--- config.mk ---
export PLATFORM = sky130hd
export DESIGN_NAME = spi_reg_writer
export DESIGN_NICKNAME = d
export VERILOG_FILES = /design/src/rtl/spi_reg_writer.sv
export SDC_FILE = /design/constraint.sdc
export NUM_CORES = 1
export LEC_CHECK = 0
export CAP_MARGIN = 40
export CORE_MARGIN = 1
export CORE_UTILIZATION = 49
export DETAILED_ROUTE_END_ITERATION = 10
export GPL_TIMING_DRIVEN = 0
export MAX_ROUTING_LAYER = met4
export PLACE_DENSITY = 0.72
export RECOVER_POWER = 50
export REMOVE_ABC_BUFFERS = 1
export SKIP_LAST_GASP = 1
export SYNTH_ARGS = -nofsm -noshare
export SYNTH_HDL_FRONTEND = slang
export SYNTH_SLANG_ARGS = --single-unit
--- constraint.sdc ---
create_clock -name clk -period 2.1 [get_ports clk]
set_input_delay 0.42 -clock clk [delete_from_list [all_inputs] [get_ports clk]]
set_output_delay 0.42 -clock clk [all_outputs]
set_load 0.01 [all_outputs]
--- src/rtl/spi_reg_writer.sv ---
// SPI mode-0 master that emits one 16-bit {wr, addr, wdata} register-write frame per start.
// It captures the last 8 sdo samples of each frame into rdata.
module spi_reg_writer #(
    parameter int CLK_DIV   = 4,
    parameter int CS_SETUP  = 4,
    parameter int CS_HOLD   = 4,
    parameter int FRAME_GAP = 4
) (
    input  logic       clk,
    input  logic       rst,
    input  logic       start,
    input  logic       wr,
    input  logic [6:0] addr,
    input  logic [7:0] wdata,
    input  logic       sdo,
    output logic       sclk,
    output logic       cs,
    output logic       sdi,
    output logic       busy,
    output logic       done,
    output logic [7:0] rdata
);

    localparam int PMAX0 = (CLK_DIV > CS_SETUP) ? CLK_DIV : CS_SETUP;
    localparam int PMAX1 = (CS_HOLD > FRAME_GAP) ? CS_HOLD : FRAME_GAP;
    localparam int PMAX  = (PMAX0 > PMAX1) ? PMAX0 : PMAX1;
    localparam int PW    = $clog2(PMAX + 1);

    if (CLK_DIV < 4 || CS_SETUP < 2 || CS_HOLD < 2 || FRAME_GAP < 4) begin : g_param_check
        $error("spi_reg_writer: parameter below its legal range");
    end

    typedef enum logic [2:0] {
        IDLE, SETUP, SCK_HI, SCK_LO, HOLD, GAP, DONE
    } state_t;

    state_t        state, state_nx;
    logic [PW-1:0] phase, phase_nx;
    logic [3:0]    bit_cnt, bit_cnt_nx;
    logic [15:0]   tx_sr, tx_sr_nx;
    logic [7:0]    rx_sr, rx_sr_nx;
    logic          sclk_nx, cs_nx, sdi_nx, busy_nx, done_nx;
    logic [7:0]    rdata_nx;
    logic          phase_end;
    logic          last_bit;

    assign last_bit = (bit_cnt == 4'd15);

    // SETUP compares against CS_SETUP (not -1) so the first rise lands CS_SETUP+1 cycles after accept
    always_comb begin
        phase_end = 1'b0;
        case (state)
            SETUP:          phase_end = (phase == PW'(CS_SETUP));
            SCK_HI, SCK_LO: phase_end = (phase == PW'(CLK_DIV - 1));
            HOLD:           phase_end = (phase == PW'(CS_HOLD - 1));
            GAP:            phase_end = (phase == PW'(FRAME_GAP - 1));
            default:        phase_end = 1'b0;
        endcase
    end

    always_ff @(posedge clk or posedge rst) begin
        if (rst) begin
            state   <= IDLE;
            phase   <= '0;
            bit_cnt <= '0;
            tx_sr   <= '0;
            rx_sr   <= '0;
            sclk    <= 1'b0;
            cs      <= 1'b1;
            sdi     <= 1'b0;
            busy    <= 1'b0;
            done    <= 1'b0;
            rdata   <= '0;
        end else begin
            state   <= state_nx;
            phase   <= phase_nx;
            bit_cnt <= bit_cnt_nx;
            tx_sr   <= tx_sr_nx;
            rx_sr   <= rx_sr_nx;
            sclk    <= sclk_nx;
            cs      <= cs_nx;
            sdi     <= sdi_nx;
            busy    <= busy_nx;
            done    <= done_nx;
            rdata   <= rdata_nx;
        end
    end

    always_comb begin
        state_nx   = state;
        phase_nx   = phase;
        bit_cnt_nx = bit_cnt;
        case (state)
            IDLE: begin
                if (start) begin
                    state_nx = SETUP;
                    phase_nx = '0;
                end
            end
            SETUP, SCK_LO, HOLD, GAP: begin
                if (phase_end) begin
                    phase_nx = '0;
                    case (state)
                        SETUP:   state_nx = SCK_HI;
                        SCK_LO:  state_nx = SCK_HI;
                        HOLD:    state_nx = GAP;
                        default: state_nx = DONE;
                    endcase
                end else begin
                    phase_nx = phase + PW'(1);
                end
            end
            SCK_HI: begin
                if (phase_end) begin
                    phase_nx   = '0;
                    bit_cnt_nx = bit_cnt + 4'd1;
                    state_nx   = last_bit ? HOLD : SCK_LO;
                end else begin
                    phase_nx = phase + PW'(1);
                end
            end
            DONE:    state_nx = IDLE;
            default: state_nx = IDLE;
        endcase
    end

    // registered outputs: these are the values presented after the coming edge
    always_comb begin
        sclk_nx  = sclk;
        cs_nx    = cs;
        sdi_nx   = sdi;
        busy_nx  = busy;
        done_nx  = 1'b0;
        rdata_nx = rdata;
        tx_sr_nx = tx_sr;
        rx_sr_nx = rx_sr;
        case (state)
            IDLE: begin
                if (start) begin
                    tx_sr_nx = {wr, addr, wdata};
                    cs_nx    = 1'b0;
                    sdi_nx   = wr;
                    busy_nx  = 1'b1;
                end
            end
            SETUP, SCK_LO: begin
                if (phase_end) begin
                    sclk_nx  = 1'b1;
                    rx_sr_nx = {rx_sr[6:0], sdo};
                end
            end
            SCK_HI: begin
                if (phase_end) begin
                    sclk_nx = 1'b0;
                    if (!last_bit) begin
                        tx_sr_nx = {tx_sr[14:0], 1'b0};
                        sdi_nx   = tx_sr[14];
                    end
                end
            end
            HOLD: begin
                if (phase_end) begin
                    cs_nx  = 1'b1;
                    sdi_nx = 1'b0;
                end
            end
            GAP: begin
                if (phase_end) begin
                    done_nx  = 1'b1;
                    rdata_nx = rx_sr;
                end
            end
            DONE:    busy_nx = 1'b0;
            default: busy_nx = 1'b0;
        endcase
    end

endmodule

## After elaboration in Yosys (flattened, before gate mapping)

Cells that the tools add are included.

- Output and inout port bits: 13
- Logic and storage cells: 75
- Input bits: 20
- Bits in registers: 46

- Bitwise logic cells: 1
- Reductions and logical operators: 20
- Multiplexer cells: 27
- Add/subtract/negate cells: 2
- Equal/unequal tests: 14

Operator list:

| kind | count |
|---|---|
| $mux W15 | 3 |
| $pmux W15 S2 | 1 |
| $mux W3 | 6 |
| $pmux W3 S2 | 2 |
| $ne A2 B2 Y1 const B | 5 |
| $reduce_and A2 Y1 | 5 |
| $eq A3 B2 Y1 const B | 3 |
| $eq A3 B3 Y1 const B | 3 |
| $mux W1 | 9 |
| $pmux W3 S3 | 1 |
| $reduce_and A3 Y1 | 3 |
| $pmux W1 S2 | 4 |
| $reduce_bool A2 Y1 | 4 |
| $reduce_or A4 Y1 | 2 |
| $reduce_and A5 Y1 | 1 |
| $reduce_or A5 Y1 | 1 |
| $add A4 B1 Y4 const B | 1 |
| $eq A4 B4 Y1 const B | 1 |
| $reduce_and A4 Y1 | 1 |
| $add A3 B1 Y3 const B | 1 |
| $eq A3 B1 Y1 const B | 1 |
| $logic_not A3 Y1 | 1 |
| $pmux W1 S3 | 1 |
| $reduce_bool A3 Y1 | 1 |
| other kinds (3) | 3 |

## Depth between registers and ports, before layout

Gate-level depths: netlist of run 1.

- Depth after elaboration: 5
- Mapped depth: 8

## Worst setup path before layout of run 1

Ideal clock, no wire load.

- Path type: register to register
- From: register state[1]
- To: register tx_sr[10]
- Setup time: 0.125 ns
- Path slack: -0.104 ns
- Buffers on the path: 2
- Cell stages (with the launch flop): 9
- Data arrival time: 2.079 ns
- Cells stage by stage: dfrtp_1 -> buf_2 -> inv_1 -> ha_1 -> and4bb_4 -> o211ai_4 -> a21boi_4 -> buf_6 -> mux2_4

- Longest elaborated chain between the ends: 5
- Elaborated cells between the ends (all ways): 14
- Those cells by class: eq/ne (8); mux (2); reduce/logical (4)

RTL lines:

| what | RTL line | source |
|---|---|---|
| start: declaration | 37 | `state_t state, state_nx;` |
| start signal: assignment | 75 | `state <= state_nx;` |
| $eq A3 B2 Y1, or another cell as far along | 52, 137 |  |
| $reduce_or A4 Y1 (no source line) | n/a |  |
| $pmux W1 S2 | 52 | `case (state)` |
| $ne A2 B2 Y1 (no source line) | n/a |  |
| $reduce_and A4 Y1 (no source line) | n/a |  |
| end signal: assignment | 78 | `tx_sr <= tx_sr_nx;` |
| end: declaration | 40 | `logic [15:0] tx_sr, tx_sr_nx;` |

Parallel ways exist; a longest one is shown, timed or not.
A chain may end at the register's enable or synchronous reset.

## Worst setup path after layout of run 1

- From: register state[1]
- To: register tx_sr[5]

Same word-level chain as after synthesis.

==> results.toml, run 1 <==
[run_status]
status = "finished, violations left"
violations = "DRC"

[die]
rows = 24
initial_core_util_pct = 51.9
die_area_sq_um = 4990
fp.dieW_microns = 70.6
io_pins = 33
die_h_microns = 70.6
coreArea_sq_um = 4440

[grt]
grt_pass1_wl_mm = 7.56
grt_max_degree = 31
grtUsageMet1_pct = 26.6
overflow = 0
use_met3_pct = 4.70
grt_pass1_vias = 1554
grt_util_all_layers_pct = 20.1
grt_most_used_layer = "met2"
grt_use_met2_pct = 31.9
antenna_found_initial = 0

[clocking]
clockBufferDepth = 2
cts_tree = "yes"
cts_buffers = 5
htreeDepth = 2
clkSinkCount = 46
cts-root-buf = "clkbuf_8"
cts_hold_buffers = 0
clk_pin_slew_ns = 0.09
clk-insertion-delay-late_ns = 0.30

[detailed_routing]
routed-via-count = 1525
via_per_inst = 5.63
first_iter_violations = 95
drc = 8
firstDrtPassIters = 7
wl_per_cell_microns = 16.2
wirelength_mm = 4.39
ant_nets = 0

[power]
power_density_nw_per_um2 = 1080
total_power_uw = 3170
power.leakage_uw = 0.00133
peakVddDrop_mv = 0.703

[cells_and_area]
drive_gt1_share_pct = 33.3
diodes = 0
nFillCells = 336
seq_area_sq_um = 1150
syn_to_final_growth_pct = 27.3
multiInputGateArea_sq_um = 1140
instances_no_fill = 271
utilization_pct = 66.1
fin_nets = 242

[synthesis]
synth.most_common_cell = "dfrtp_1"
synthCells = 173
yosysWarnings = 0
synth_edf_count = 0
yosysTopAreaCellShare_pct = 48.8
yosysTopAreaCell = "dfrtp_1"
ys_top_cells_by_count = "45 x dfrtp_1, 19 x mux2_2, 17 x mux2_4, 10 x mux2_1, 7 x nand2_1"
yosys-top-cells-area = "dfrtp_1 49%, mux2_4 11%, mux2_2 9.3%"
ys_types = 40
synth_ff_type = "dfrtp_1"
netlist_area_sq_um = 2310
synth_seq_cells = 46
ys_async_sr_fraction_pct = 100
avgSynthCellArea_sq_um = 13.3
seq_area_frac_synth_pct = 49.9

[critical_path]
r2r-end = "tx_sr[5]$_DFFE_PP0P_"
r2r_cells = 8
end_kind = "flip-flop"
startpoint_type = "flip-flop"
required_ns = 2.29
criticalPathCategory = "reg2reg"
worst-path-max-fanout = 7
arrival_ns = 2.26
regToRegStartpoint = "state[1]$_DFFE_PP0P_"
r2r_slack_ns = 0.03

[timing]
rsz0062_at_grt = "true"
worst_pin_slew_ns = 0.734
max_clock_freq_mhz = 483
fin_skew_ns = 0.00782
relSlewSlack_pct = 51.1
finalCritPeriodShare_pct = 98.5
finalCriticalPeriod_ns = 2.07
finalHoldViolations = 0
setup_ws_ns = 0.0313
slew_violations = 0
timing.hold.ws_ns = 0.501
finalSetupViolCount = 0

[hold_path]
min_path_cells = 1
hold_end = "rx_sr[7]$_DFFE_PP0P_"
holdCritPathClass = "reg2reg"
hp-start = "rx_sr[7]$_DFFE_PP0P_"

[run]
maxCapViolCount = 0

[place]
dp_hpwl_mm = 2.98
port_buffers = 32
pre_cts_ws_ns = -0.781
dp_cells = 252
gp_congestion = 0.824
-- worst max-delay path, cell delays in order (launching register included) --
cell	delay, ns
dfrtp_2	0.41
clkinvlp_4	0.13
ha_4	0.25
and4bb_4	0.35
o211ai_4	0.10
a21boi_4	0.18
buf_6	0.12
buf_16	0.12
mux2_4	0.29
-- cells in the final DEF, fill, tap and decap left out, types with 2 or more instances in the layout --
cell,synthesis,routed
a21oi_1,6,6
a32o_1,2,2
and3_1,2,2
and4bb_4,1,2
buf_4,0,9
buf_6,2,2
clkbuf_8,0,5
clkdlybuf4s50_1,0,31
dfrtp_1,45,43
dfrtp_2,0,2
ha_1,4,3
inv_1,5,4
mux2_1,10,8
mux2_2,19,16
mux2_4,17,22
mux2i_1,2,2
nand2_1,7,7
nand3_1,4,4
nand3_4,2,2
nor2_1,5,5
nor3_1,4,3
o21ai_0,6,5
o21ai_1,1,2
o22ai_1,3,3
or3_1,2,2
xnor2_1,2,2
-- cell type report --
| type | count | share of cell area, % |
|---|---|---|
| Tap cell | 52 | 2.22 |
| Sequential cell | 46 | 39.3 |
| Multi-Input combinational cell | 115 | 38.8 |
| Inverter | 5 | 0.767 |
| Clock buffer | 5 | 2.34 |
| Clock inverter | 3 | 1.49 |
| Timing Repair Buffer | 45 | 15.1 |
-- registers in the layout, summed over array words and instances (netlist names) --
name / cells
tx_sr: 15
phase: 3
bit_cnt: 4
state: 3
rdata: 8
sclk: 1
sdi: 1
done: 1
busy: 1
cs: 1
rx_sr: 8
-- power by group --
group	switching, uW	internal [uW]	total [uW]
Combinational	392	705	1100
Sequential	233	1180	1410
Clock	305	357	661
Total	930	2240	3170
-- worst max-delay path by stage --
stage | end | startpoint | slack, ns
after floorplan | tx_sr[7]$_DFFE_PP0P_ | state[1]$_DFFE_PP0P_ | -0.72
after global placement | tx_sr[8]$_DFFE_PP0P_ | state[1]$_DFFE_PP0P_ | -1.19
after detailed placement | tx_sr[8]$_DFFE_PP0P_ | state[1]$_DFFE_PP0P_ | -0.78
after CTS | tx_sr[5]$_DFFE_PP0P_ | state[1]$_DFFE_PP0P_ | -0.05
after global routing | tx_sr[5]$_DFFE_PP0P_ | state[1]$_DFFE_PP0P_ | -0.04
final | tx_sr[5]$_DFFE_PP0P_ | state[1]$_DFFE_PP0P_ | 0.03
-- through the flow --
stage / instance area (sq um) / TNS, ns
2_1_floorplan: 2260 / -23.09
3_3_place_gp: 2650 / -55.59
3_5_place_dp: 2680 / -27.18
4_1_cts: 2950 / -0.438
5_1_grt: 2940 / -0.231
6_report: 2940 / 0
-- kinds of logic after synthesis --
family                     share of synthesized area [%]
AOI/OAI and AO/OA                                   8.84
and+or+nand+nor                                     8.95
adders and majority gates                           2.17
muxes                                               26.1
buffers and inverters                               2.87
xor gates and xnor gates                            1.14
DFF                                                 49.9
-- per-layer routing --
layer  vias up  part of all wire [%]
met1       747                    44
met4         0                   1.3
met2        52                    48
met5         -                     0
met3         7                   5.9
li1        719                     -
-- timing repair --
action	4_1_cts	5_1_grt
cloned	1	0
resized for setup	16	2
pin swaps	5	4
setup endpoints to repair	45	33
setup buffers	6	6
No activity file was read; power rests on OpenSTA's default activity.
==> run 2, diff against run 1 <==
Settings changed: CTS_CLUSTER_DIAMETER from default to 150.
==> results of run 2 <==
Final layout, timing and power as in run 1 (identical DEF).
